<file path="config.mk">
export PLATFORM = sky130hd
export DESIGN_NAME = rx_pkt_status_fifo
export DESIGN_NICKNAME = d
export VERILOG_FILES = /design/src/rtl/rx_pkt_status_pkg.sv /design/src/rtl/sync_fwft_fifo.sv /design/src/rtl/rx_pkt_status_fifo.sv
export SDC_FILE = /design/constraint.sdc
export NUM_CORES = 1
export LEC_CHECK = 0
export BUFFER_PORTS_ARGS = -buffer_cell sky130_fd_sc_hd__buf_2
export CAP_MARGIN = 25
export CORE_UTILIZATION = 46
export CTS_BUF_LIST = sky130_fd_sc_hd__clkbuf_16
export DETAILED_ROUTE_END_ITERATION = 16
export GPL_TIMING_DRIVEN = 0
export PLACE_DENSITY_LB_ADDON = 0.2
export SLEW_MARGIN = 30
export SYNTH_ARGS = -nofsm -noshare
export SYNTH_HDL_FRONTEND = slang
export SYNTH_HIERARCHICAL = 1
export SYNTH_SLANG_ARGS = --single-unit
</file>
<file path="constraint.sdc">
create_clock -name clock -period 6.35 [get_ports clock]
set_input_delay 0.3175 -clock clock [delete_from_list [all_inputs] [get_ports clock]]
set_output_delay 0.3175 -clock clock [all_outputs]
set_load 0.01 [all_outputs]
</file>
<file path="src/rtl/rx_pkt_status_pkg.sv">
// Shared constants for the RX packet status FIFO: FSM state encoding,
// status codes and a small status helper.
package rx_pkt_status_pkg;

    // FSM state encoding
    localparam logic [1:0] ST_IDLE     = 2'd0;
    localparam logic [1:0] ST_WAIT_FCS = 2'd1;
    localparam logic [1:0] ST_PEND     = 2'd2;

    // Status codes stored with every entry
    localparam logic [1:0] STATUS_FCS_OK  = 2'd0;
    localparam logic [1:0] STATUS_FCS_ERR = 2'd1;
    localparam logic [1:0] STATUS_HDR_ERR = 2'd2;
    localparam logic [1:0] STATUS_ABORTED = 2'd3;

    // Map an FCS check result onto its status code
    function automatic logic [1:0] fcs_status(input logic fcs_ok);
        return fcs_ok ? STATUS_FCS_OK : STATUS_FCS_ERR;
    endfunction

endpackage

</file>
<file path="src/rtl/sync_fwft_fifo.sv">
// Single-clock first-word-fall-through FIFO. The head entry is visible on
// o_data whenever o_valid is high; o_data reads as zero while empty.
// A push into a full FIFO is accepted only if a pop frees a slot that cycle.
module sync_fwft_fifo #(
    parameter int DATA_WIDTH = 8,
    parameter int DEPTH_LOG2 = 4
) (
    input  logic                  clock,
    input  logic                  reset,
    input  logic                  i_push,
    input  logic [DATA_WIDTH-1:0] i_data,
    input  logic                  i_pop,
    output logic                  o_accept,
    output logic                  o_valid,
    output logic [DATA_WIDTH-1:0] o_data,
    output logic [DEPTH_LOG2:0]   o_level
);

    localparam int DEPTH = 1 << DEPTH_LOG2;

    logic [DATA_WIDTH-1:0] r_mem [DEPTH];
    logic [DEPTH_LOG2-1:0] r_wr_ptr;
    logic [DEPTH_LOG2-1:0] r_rd_ptr;
    logic [DEPTH_LOG2:0]   r_count;

    logic w_full;
    logic w_pop;

    assign w_full   = (r_count == (DEPTH_LOG2 + 1)'(DEPTH));
    assign w_pop    = i_pop & (r_count != '0);
    assign o_accept = i_push & (~w_full | w_pop);
    assign o_valid  = (r_count != '0);
    assign o_data   = o_valid ? r_mem[r_rd_ptr] : '0;
    assign o_level  = r_count;

    // Storage write port
    // NOTE: the memory array has no reset; emptiness is tracked by r_count and o_data is masked while empty.
    always_ff @(posedge clock) begin
        if (o_accept) begin
            r_mem[r_wr_ptr] <= i_data;
        end
    end

    // Pointer and occupancy tracking; pointers wrap naturally modulo DEPTH
    // NOTE: sequential state is updated with non-blocking assignments only.
    always_ff @(posedge clock) begin
        if (reset) begin
            r_wr_ptr <= '0;
            r_rd_ptr <= '0;
            r_count  <= '0;
        end else begin
            if (o_accept) r_wr_ptr <= r_wr_ptr + 1'b1;
            if (w_pop)    r_rd_ptr <= r_rd_ptr + 1'b1;
            case ({o_accept, w_pop})
                2'b10:   r_count <= r_count + 1'b1;
                2'b01:   r_count <= r_count - 1'b1;
                default: r_count <= r_count;
            endcase
        end
    end

endmodule

</file>
<file path="src/rtl/rx_pkt_status_fifo.sv">
// Collects per-packet receive status (header info plus FCS outcome) into a
// FWFT FIFO, with a header/FCS pairing FSM, timeout and saturating statistics.
module rx_pkt_status_fifo
    import rx_pkt_status_pkg::*;
#(
    parameter int DEPTH_LOG2         = 4,
    parameter int LEN_WIDTH          = 16,
    parameter int RSSI_HALF_DB_WIDTH = 11,
    parameter int CNT_WIDTH          = 16,
    parameter int WAIT_LIMIT         = 65535
) (
    input  logic                                 clock,
    input  logic                                 reset,
    input  logic                                 enable,
    input  logic                                 clear_counters,
    input  logic signed [RSSI_HALF_DB_WIDTH-1:0] rssi_half_db,
    input  logic                                 pkt_header_valid_strobe,
    input  logic                                 pkt_header_valid,
    input  logic                                 ht_unsupport,
    input  logic [7:0]                           pkt_rate,
    input  logic [LEN_WIDTH-1:0]                 pkt_len,
    input  logic                                 fcs_out_strobe,
    input  logic                                 fcs_ok,
    input  logic                                 rd_pop,
    output logic                                 out_valid,
    output logic [7:0]                           out_rate,
    output logic [LEN_WIDTH-1:0]                 out_len,
    output logic signed [RSSI_HALF_DB_WIDTH-1:0] out_rssi,
    output logic [1:0]                           out_status,
    output logic                                 out_ht_unsupport,
    output logic [31:0]                          out_timestamp,
    output logic [DEPTH_LOG2:0]                  fifo_level,
    output logic [CNT_WIDTH-1:0]                 pkt_count,
    output logic [CNT_WIDTH-1:0]                 fcs_err_count,
    output logic [CNT_WIDTH-1:0]                 drop_count,
    output logic                                 overflow_sticky
);

    localparam int ENTRY_W = 8 + LEN_WIDTH + RSSI_HALF_DB_WIDTH + 2 + 1 + 32;
    localparam int WAIT_W  = (WAIT_LIMIT > 1) ? $clog2(WAIT_LIMIT) : 1;

    logic [31:0]                          r_timestamp;
    logic [1:0]                           r_state;
    logic [WAIT_W-1:0]                    r_wait;
    logic [7:0]                           r_rate;
    logic [LEN_WIDTH-1:0]                 r_len;
    logic signed [RSSI_HALF_DB_WIDTH-1:0] r_rssi;
    logic                                 r_ht;
    logic [31:0]                          r_ts;
    logic [CNT_WIDTH-1:0]                 r_pkt_count;
    logic [CNT_WIDTH-1:0]                 r_fcs_err_count;
    logic [CNT_WIDTH-1:0]                 r_drop_count;
    logic                                 r_overflow;

    logic               w_hdr;
    logic               w_hdr_good;
    logic               w_timeout;
    logic               w_push;
    logic               w_push_live;
    logic [1:0]         w_push_status;
    logic               w_latch;
    logic               w_pend_drop;
    logic [1:0]         w_next_state;
    logic               w_accept;
    logic               w_fifo_drop;
    logic [1:0]         w_drop_inc;
    logic [ENTRY_W-1:0] w_wr_data;
    logic [ENTRY_W-1:0] w_rd_data;
    logic [CNT_WIDTH:0] w_pkt_sum;
    logic [CNT_WIDTH:0] w_err_sum;
    logic [CNT_WIDTH:0] w_drop_sum;

    // A header strobe only counts as a capture request while enabled
    assign w_hdr      = pkt_header_valid_strobe & enable;
    assign w_hdr_good = pkt_header_valid & ~ht_unsupport;
    assign w_timeout  = (r_wait == WAIT_W'(WAIT_LIMIT - 1));

    // Next-state and push decisions for the header/FCS pairing FSM
    // NOTE: every output gets a default first so no latch is inferred.
    always_comb begin
        w_push        = 1'b0;
        w_push_live   = 1'b0;
        w_push_status = STATUS_FCS_OK;
        w_latch       = 1'b0;
        w_pend_drop   = 1'b0;
        w_next_state  = r_state;
        case (r_state)
            ST_IDLE: begin
                if (w_hdr) begin
                    w_latch = 1'b1;
                    if (w_hdr_good) begin
                        w_next_state = ST_WAIT_FCS;
                    end else begin
                        // Bad header is reported immediately from the live inputs
                        w_push        = 1'b1;
                        w_push_live   = 1'b1;
                        w_push_status = STATUS_HDR_ERR;
                    end
                end
            end
            ST_WAIT_FCS: begin
                // FCS result wins for the old entry even if a new header coincides
                if (fcs_out_strobe) begin
                    w_push        = 1'b1;
                    w_push_status = fcs_status(fcs_ok);
                    w_next_state  = ST_IDLE;
                end else if (w_hdr || w_timeout) begin
                    w_push        = 1'b1;
                    w_push_status = STATUS_ABORTED;
                    w_next_state  = ST_IDLE;
                end
                if (w_hdr) begin
                    w_latch      = 1'b1;
                    w_next_state = w_hdr_good ? ST_WAIT_FCS : ST_PEND;
                end
            end
            ST_PEND: begin
                w_push        = 1'b1;
                w_push_status = STATUS_HDR_ERR;
                w_pend_drop   = w_hdr;
                w_next_state  = ST_IDLE;
            end
            default: w_next_state = ST_IDLE;
        endcase
    end

    assign w_wr_data = w_push_live
        ? {pkt_rate, pkt_len, rssi_half_db, w_push_status, ht_unsupport, r_timestamp}
        : {r_rate, r_len, r_rssi, w_push_status, r_ht, r_ts};

    sync_fwft_fifo #(
        .DATA_WIDTH (ENTRY_W),
        .DEPTH_LOG2 (DEPTH_LOG2)
    ) u_fifo (
        .clock    (clock),
        .reset    (reset),
        .i_push   (w_push),
        .i_data   (w_wr_data),
        .i_pop    (rd_pop),
        .o_accept (w_accept),
        .o_valid  (out_valid),
        .o_data   (w_rd_data),
        .o_level  (fifo_level)
    );

    assign {out_rate, out_len, out_rssi, out_status, out_ht_unsupport, out_timestamp} = w_rd_data;

    // Free-running timestamp, FSM state, wait counter and latched header
    always_ff @(posedge clock) begin
        if (reset) begin
            r_timestamp <= '0;
            r_state     <= ST_IDLE;
            r_wait      <= '0;
            r_rate      <= '0;
            r_len       <= '0;
            r_rssi      <= '0;
            r_ht        <= 1'b0;
            r_ts        <= '0;
        end else begin
            r_timestamp <= r_timestamp + 32'd1;
            r_state     <= w_next_state;
            r_wait      <= (r_state == ST_WAIT_FCS && w_next_state == ST_WAIT_FCS && !w_latch)
                           ? r_wait + 1'b1 : '0;
            if (w_latch) begin
                r_rate <= pkt_rate;
                r_len  <= pkt_len;
                r_rssi <= rssi_half_db;
                r_ht   <= ht_unsupport;
                r_ts   <= r_timestamp;
            end
        end
    end

    // Drops come from a full FIFO and from headers arriving in PEND
    assign w_fifo_drop = w_push & ~w_accept;
    assign w_drop_inc  = {1'b0, w_fifo_drop} + {1'b0, w_pend_drop};
    assign w_pkt_sum   = {1'b0, r_pkt_count} + (CNT_WIDTH + 1)'(w_accept);
    assign w_err_sum   = {1'b0, r_fcs_err_count}
                       + (CNT_WIDTH + 1)'(w_accept && w_push_status == STATUS_FCS_ERR);
    assign w_drop_sum  = {1'b0, r_drop_count} + (CNT_WIDTH + 1)'(w_drop_inc);

    // Saturating statistics; clear overrides any same-cycle increment
    always_ff @(posedge clock) begin
        if (reset || clear_counters) begin
            r_pkt_count     <= '0;
            r_fcs_err_count <= '0;
            r_drop_count    <= '0;
            r_overflow      <= 1'b0;
        end else begin
            r_pkt_count     <= w_pkt_sum[CNT_WIDTH]  ? '1 : w_pkt_sum[CNT_WIDTH-1:0];
            r_fcs_err_count <= w_err_sum[CNT_WIDTH]  ? '1 : w_err_sum[CNT_WIDTH-1:0];
            r_drop_count    <= w_drop_sum[CNT_WIDTH] ? '1 : w_drop_sum[CNT_WIDTH-1:0];
            if (w_drop_inc != 2'd0) r_overflow <= 1'b1;
        end
    end

    assign pkt_count       = r_pkt_count;
    assign fcs_err_count   = r_fcs_err_count;
    assign drop_count      = r_drop_count;
    assign overflow_sticky = r_overflow;

endmodule

</file>
## After elaboration in Yosys (flattened, before gate mapping)

Memories as Yosys holds them, arrays and structs flattened. A register that Yosys moved wholly into a read port is not among the register bits.
Cells that the tools add are included.

| storage, ports and cells | value |
|---|---|
| input port bits | 45 |
| RAM bits | 1120 |
| memories | 1 |
| word-level logic and storage cells | 88 |
| flip-flop bits (word level) | 180 |

Memories:

| name | words | width | rd ports | clocked after Yosys merged registers in | write ports | line | source |
|---|---|---|---|---|---|---|---|
| u_fifo.r_mem | 16 | 70 | 1 | 1 | 1 | sync_fwft_fifo.sv:21 | `logic [DATA_WIDTH-1:0] r_mem [DEPTH];` |

| cells by class | value |
|---|---|
| bitwise gates (word level) | 10 |
| muxes and demuxes | 32 |
| $add $sub $neg | 10 |
| reduce and logical (&&, ||, !) cells | 12 |
| equal/unequal tests | 8 |

Operators by type and width:

| kind | count |
|---|---|
| $mux 70 | 2 |
| $mux 16 | 3 |
| $add 16x1->17 | 2 |
| $add 32x1->32 const B | 1 |
| $mux 2 | 10 |
| $add 16x2->17 | 1 |
| $add 16x1->16 const B | 1 |
| $eq 16x16->1 const B | 1 |
| $mux 1 | 11 |
| $pmux 5 s2 | 1 |
| $add 4x1->4 const B | 2 |
| $eq 2x1->1 const B | 4 |
| $mux 4 | 2 |
| $pmux 2 s3 | 1 |
| $add 5x1->5 const B | 1 |
| $and 1x1->1 | 5 |
| $eq 5x5->1 const B | 1 |
| $reduce_bool 5->1 | 1 |
| $sub 5x1->5 const B | 1 |
| $eq 2x2->1 const B | 2 |
| $not 1->1 | 4 |
| $pmux 2 s2 | 1 |
| $reduce_bool 2->1 | 2 |
| $reduce_or 2->1 | 2 |
| other kinds (7) | 10 |

## Depth between registers and ports, before layout

| logic depth | value |
|---|---|
| word-level depth | 11 |
| mapped depth | 17 |
| depth with buffers taken out | 17 |

## Cells and area by module

Netlist, hierarchy kept.

Modules (own cells, without submodules):

| module | sequential area each (um2) | cells an instance | times used | area an instance (um2) |
|---|---|---|---|---|
| sync_fwft_fifo | 33972.6 | 1910 | 1 | 43887.1 |
| rx_pkt_status_fifo | 3343.2 | 909 | 1 | 7808.7 |

## Worst setup path before layout

No wires, ideal clock.

| timing path | value |
|---|---|
| path type | reg2reg |
| start point | reg r_wait[0] |
| end point | reg r_drop_count[13] (netlist: drop_count[13]) |
| path buffers | 0 |
| library setup time | 86 ps |
| required time | 6264 ps |
| slack | 2226 ps |
| stages on the path, launching flop included | 18 |
| data arrival time | 4038 ps |
| clock period less this slack | 4124 ps |
| cells stage by stage | dfxtp_1 > inv_1 > ha_1 > nand4_1 > nor4_1 > o311ai_0 > nand3_1 > o21ai_4 > inv_2 > a31o_2 > ha_1 > ha_1 > inv_1 > fa_1 > nand4b_1 > or4b_4 > nor4b_1 > a211oi_1 |

| on the way | value |
|---|---|
| longest elaborated chain between the ends | 11 |

Ends and longest elaborated chain:

| item | line | source |
|---|---|---|
| start, declared | rx_pkt_status_fifo.sv:44 | `logic [WAIT_W-1:0] r_wait;` |
| start signal, assigned | rx_pkt_status_fifo.sv:162 | `r_wait <= (r_state == ST_WAIT_FCS && w_next_state == ST_WAIT_FCS && !w_latch)` |
| $eq 16x16->1 | rx_pkt_status_fifo.sv:76 | `assign w_timeout = (r_wait == WAIT_W'(WAIT_LIMIT - 1));` |
| $logic_or 1x1->1 | rx_pkt_status_fifo.sv:107 | `end else if (w_hdr \|\| w_timeout) begin` |
| $mux 1 | rx_pkt_status_fifo.sv:107 |  |
| $mux 1 | rx_pkt_status_fifo.sv:103 | `if (fcs_out_strobe) begin` |
| $pmux 1 s3 | rx_pkt_status_fifo.sv:87 | `case (r_state)` |
| named net w_push | rx_pkt_status_fifo.sv:58 | `logic w_push;` |
| $and 1x1->1 | sync_fwft_fifo.sv:31 | `assign o_accept = i_push & (~w_full \| w_pop);` |
| named net w_accept | rx_pkt_status_fifo.sv:64 | `logic w_accept;` |
| $not 1->1 | rx_pkt_status_fifo.sv:175 | `assign w_fifo_drop = w_push & ~w_accept;` |
| $and 1x1->1 | rx_pkt_status_fifo.sv:175 |  |
| $add 1x1->2 | rx_pkt_status_fifo.sv:176 | `assign w_drop_inc = {1'b0, w_fifo_drop} + {1'b0, w_pend_drop};` |
| $add 16x2->17 | rx_pkt_status_fifo.sv:180 | `assign w_drop_sum = {1'b0, r_drop_count} + (CNT_WIDTH + 1)'(w_drop_inc);` |
| $mux 16 | rx_pkt_status_fifo.sv:192 | `r_drop_count <= w_drop_sum[CNT_WIDTH] ? '1 : w_drop_sum[CNT_WIDTH-1:0];` |
| end signal, assigned | rx_pkt_status_fifo.sv:192 |  |
| end, declared | rx_pkt_status_fifo.sv:52 | `logic [CNT_WIDTH-1:0] r_drop_count;` |

The timed path passes the listed nets, and every way through them passes these cells.
A chain may end at the register's enable or synchronous reset.

## Worst setup path in the final report

| timing path | value |
|---|---|
| start point | reg r_state[1] |
| end point | reg r_drop_count[13] (netlist: drop_count[13]) |

| on the way | value |
|---|---|
| longest elaborated chain between the ends | 8 |
| elaborated cells between the ends (all ways) | 11 |
| those cells by class | add/sub (2); eq/ne (2); mux (3); bitwise (3); reduce/logical (1) |

Ends and longest elaborated chain:

| item | line | source |
|---|---|---|
| start, declared | rx_pkt_status_fifo.sv:43 | `logic [1:0] r_state;` |
| start signal, assigned | rx_pkt_status_fifo.sv:161 | `r_state <= w_next_state;` |
| $eq 2x2->1, or another cell as far along | rx_pkt_status_fifo.sv:87 |  |
| $pmux 1 s3 * | rx_pkt_status_fifo.sv:87 |  |
| named net w_push | rx_pkt_status_fifo.sv:58 |  |
| $and 1x1->1 * | sync_fwft_fifo.sv:31 |  |
| named net w_accept | rx_pkt_status_fifo.sv:64 |  |
| $not 1->1 * | rx_pkt_status_fifo.sv:175 |  |
| $and 1x1->1 * | rx_pkt_status_fifo.sv:175 |  |
| $add 1x1->2 * | rx_pkt_status_fifo.sv:176 |  |
| $add 16x2->17 * | rx_pkt_status_fifo.sv:180 |  |
| $mux 16 * | rx_pkt_status_fifo.sv:192 |  |

Mark *: on every way through the listed nets, which the timed path passes. The rest lies on a longest branch.

==> results.toml <==
[run_status]
outcome = "completed"

[flow_run]
maxCapViolCount = 0

[cts]
htree_levels = 4
cts-resized-gates = 0
postCtsSetupRepairBufs = 0
clockBufferDepth = 3
cts.clk_slew.worst_paths_ns = 0.06
cts_tree = "yes"
clk-insertion-delay-late_ns = 0.74
cts_root_buf = "clkbuf_16"
numCtsBuffers = 135
cts.sinks = 1304

[floorplan]
boundaryPins = 170
die_w_um = 337
core-area_um2 = 111000
initial_core_util = 0.466
design.die.area_um2 = 114000
die_height_um = 337
fp-row-count = 122

[finish]
area_growth_pct = 16.0
fillers = 8760
design_area_um2 = 59900
nets = 3267
stdcell_count = 4803
drive_gt1_frac = 0.269
final_core_util = 0.540

[sta]
grt_setup_unrepaired = "no"
hold_ws_ns = 0.104
finalClockSkew_ns = 0.0375
setup_viol = 0
hold_viol = 0
worst_slew_pin_slew_ns = 0.978
fin_crit_ns = 5.69
fin_crit_sh = 0.897
slew_viol_final = 0
relSlewSlack = 0.346
max_freq_mhz = 176

[route]
post_drt_wl_per_cell_um = 27.5
routed_wl_mm = 132
dr.pass1.iters = 6
final_antenna_net_count = 0
vias_per_cell = 5.86
num_vias = 28200
drc = 0
drtIter0Drc = 2733

[synthesis]
ys_warn_count = 6
synth-seq-cells = 1304
syn_area_um2 = 51700
async_reset_ff_frac = 0
ys_seq_area_frac = 0.722
synth.distinct_cells = 64
synth_edf_count = 1120
synth.avg_cell_area_um2 = 18.3
syn_inst = 2819
synth-simple-area-share = 0.0494
synth-xor-area-share = 0.00966
synth_top_family_by_area = "multiplexers"
synth_nets = 2885
muxShareOfSynthArea = 0.152
synth_ff_type = "edfxtp_1"
synthAdderAreaFrac = 0.00537
synth_compound_area_frac = 0.0414

[grt]
antenna_found_initial = 5
grt.total_usage = 0.235
grt_overflow = 0
grt_pass1_vias = 29100
grt_max_degree = 32
grt_pass1_wl_mm = 193

[place]
dpl_cell_area_um2 = 55200
gp_congestion = 0.800
hpwl_mm = 85.0
dp_cells = 4511
port_buffers = 169

[worst_setup_path]
cp_common_cell = "ha_1"
critPathMaxStageDelay_ns = 0.73
required_ns = 6.99
crit_chain = "nand3b_1 -> nor2_1 -> o21ai_2 -> buf_2 -> nand3_1 -> o21ai_4 -> inv_2 -> a31o_2 -> ha_1 -> ha_1 -> inv_1 -> fa_1 -> nand4b_1 -> or4b_4 -> nor4b_1 -> a211oi_1"
cp-start-kind = "register"
end_kind = "register"
critPathMaxFanout = 10
path_class = "register to register"
arrival_ns = 6.33
critPathSlowestCell = "nand3b_1"

[power_and_ir_drop]
power.total_mw = 20.9
peakVddDrop_mv = 0.213
power_density_nw_per_um2 = 349
leakagePower_nw = 20.0

[worst_hold_path]
hold_path_class = "input port to register"
==> power by group <==
group / internal (mW) / leakage (nW) / total [mW] / switching, mW
Sequential: 9.36 / 12.3 / 9.40 / 0.0465
Clock: 4.32 / 2.20 / 7.61 / 3.29
Combinational: 1.51 / 5.46 / 3.90 / 2.38
==> what timing repair did <==
item                                    in CTS  in global routing
hold buffers                                41                  0
endpoints found under the setup margin       0                  0
hold endpoints to repair                    44                  0
==> path summary, 6_finish.rpt <==
path / startpoint / end / slack [ns] / depth (start not counted)
worst max-delay path: r_state[1] / drop_count[13] / 0.66 / 16
worst min-delay path: fcs_ok / u_fifo/r_mem[3][33] / 0.10 / 3
worst max register to register: r_state[1] / drop_count[13] / 0.66 / 16
worst min register to register: r_rssi[9] / r_rssi[9] / 0.45 / 2
==> logic make-up after synthesis <==
family	Yosys count
adders and majority gates	21
muxes	425
DFF	1304
AOI/OAI and AO/OA	329
and+or+nand+nor	491
xor gates and xnor gates	57
buffers and inverters	192
==> sequential cells by signal, summed over array words and instances (netlist names), named ones only <==
signal           flops
r_state              2
r_timestamp         32
r_ts                32
fcs_err_count       16
r_wait              16
r_len               16
pkt_count           16
u_fifo/r_rd_ptr      4
drop_count          16
u_fifo/o_level       5
u_fifo/r_mem      1120
u_fifo/r_wr_ptr      4
r_rate               8
overflow_sticky      1
r_ht                 1
r_rssi              11
==> cells in the final DEF, fill, tap and decap left out, types with 31 or more instances in the layout <==
cell type	instances
xor2_1	31
mux2i_1	73
edfxtp_1	1120
mux2_2	72
clkinv_1	38
nor2b_1	73
dfxtp_1	184
dlygate4sd3_1	41
nand2_1	177
nor2_1	56
buf_2	228
a211oi_1	147
mux4_2	280
a21oi_1	128
clkbuf_16	139
inv_1	49
clkbuf_1	46
==> metrics by stage <==
step / setup TNS, ns / setup WS [ns]
3_3_place_gp: -1311.65 / -1.40
6_report: 0 / 0.657
4_1_cts: 0 / 0.644
2_1_floorplan: 0 / 2.23
5_1_grt: 0 / 0.434
3_5_place_dp: 0 / 0.628
==> layout make-up <==
| class | instances | area (um2) | area share |
|---|---|---|---|
| clock inverters | 107 | 805 | 0.0134 |
| clock buffers | 139 | 3480 | 0.0580 |
| flip-flops and latches | 1304 | 37300 | 0.622 |
| plain buffers | 167 | 972 | 0.0162 |
| multi-input cells | 1323 | 13400 | 0.223 |
| well taps | 1488 | 1860 | 0.0311 |
| repair buffers | 245 | 2010 | 0.0336 |
| diodes | 5 | 12.5 | 0.000209 |
| inverters | 25 | 93.8 | 0.00157 |
==> routing by layer <==
metal | vias to the layer above | global-route usage | part of all wire
met2 | 1013 | 0.399 | 0.50
met3 | 179 | 0.0439 | 0.070
met1 | 14800 | 0.306 | 0.40
li1 | 12100 | - | -
met4 | 0 | 0.0750 | 0.026
met5 | - | 0 | 0
==> worst max-delay path: cells and delay by family, from the launching register on <==
kind	cells	cell delay (ns)
AOI/OAI and AO/OA	4	1.11
DFF	1	0.40
and+or+nand+nor	6	2.44
buffers and inverters	3	0.78
adders and majority gates	3	0.85
==> synth_stat cells (27+ instances only) <==
master       n  area share
edfxtp_1  1120        0.65
a211oi_1   148       0.021
mux2i_1     73       0.014
mux2_2      72       0.016
nor2b_1     73      0.0088
nand2_1    177       0.013
nor2_1      57      0.0041
mux4_2     280        0.12
a21oi_1    129       0.012
buf_4       27      0.0039
buf_2       58      0.0056
dfxtp_1    184       0.071
clkbuf_1    48      0.0035
nand3_1     29      0.0028
xor2_1      31      0.0053
No activity file was read; power rests on OpenSTA's default activity.
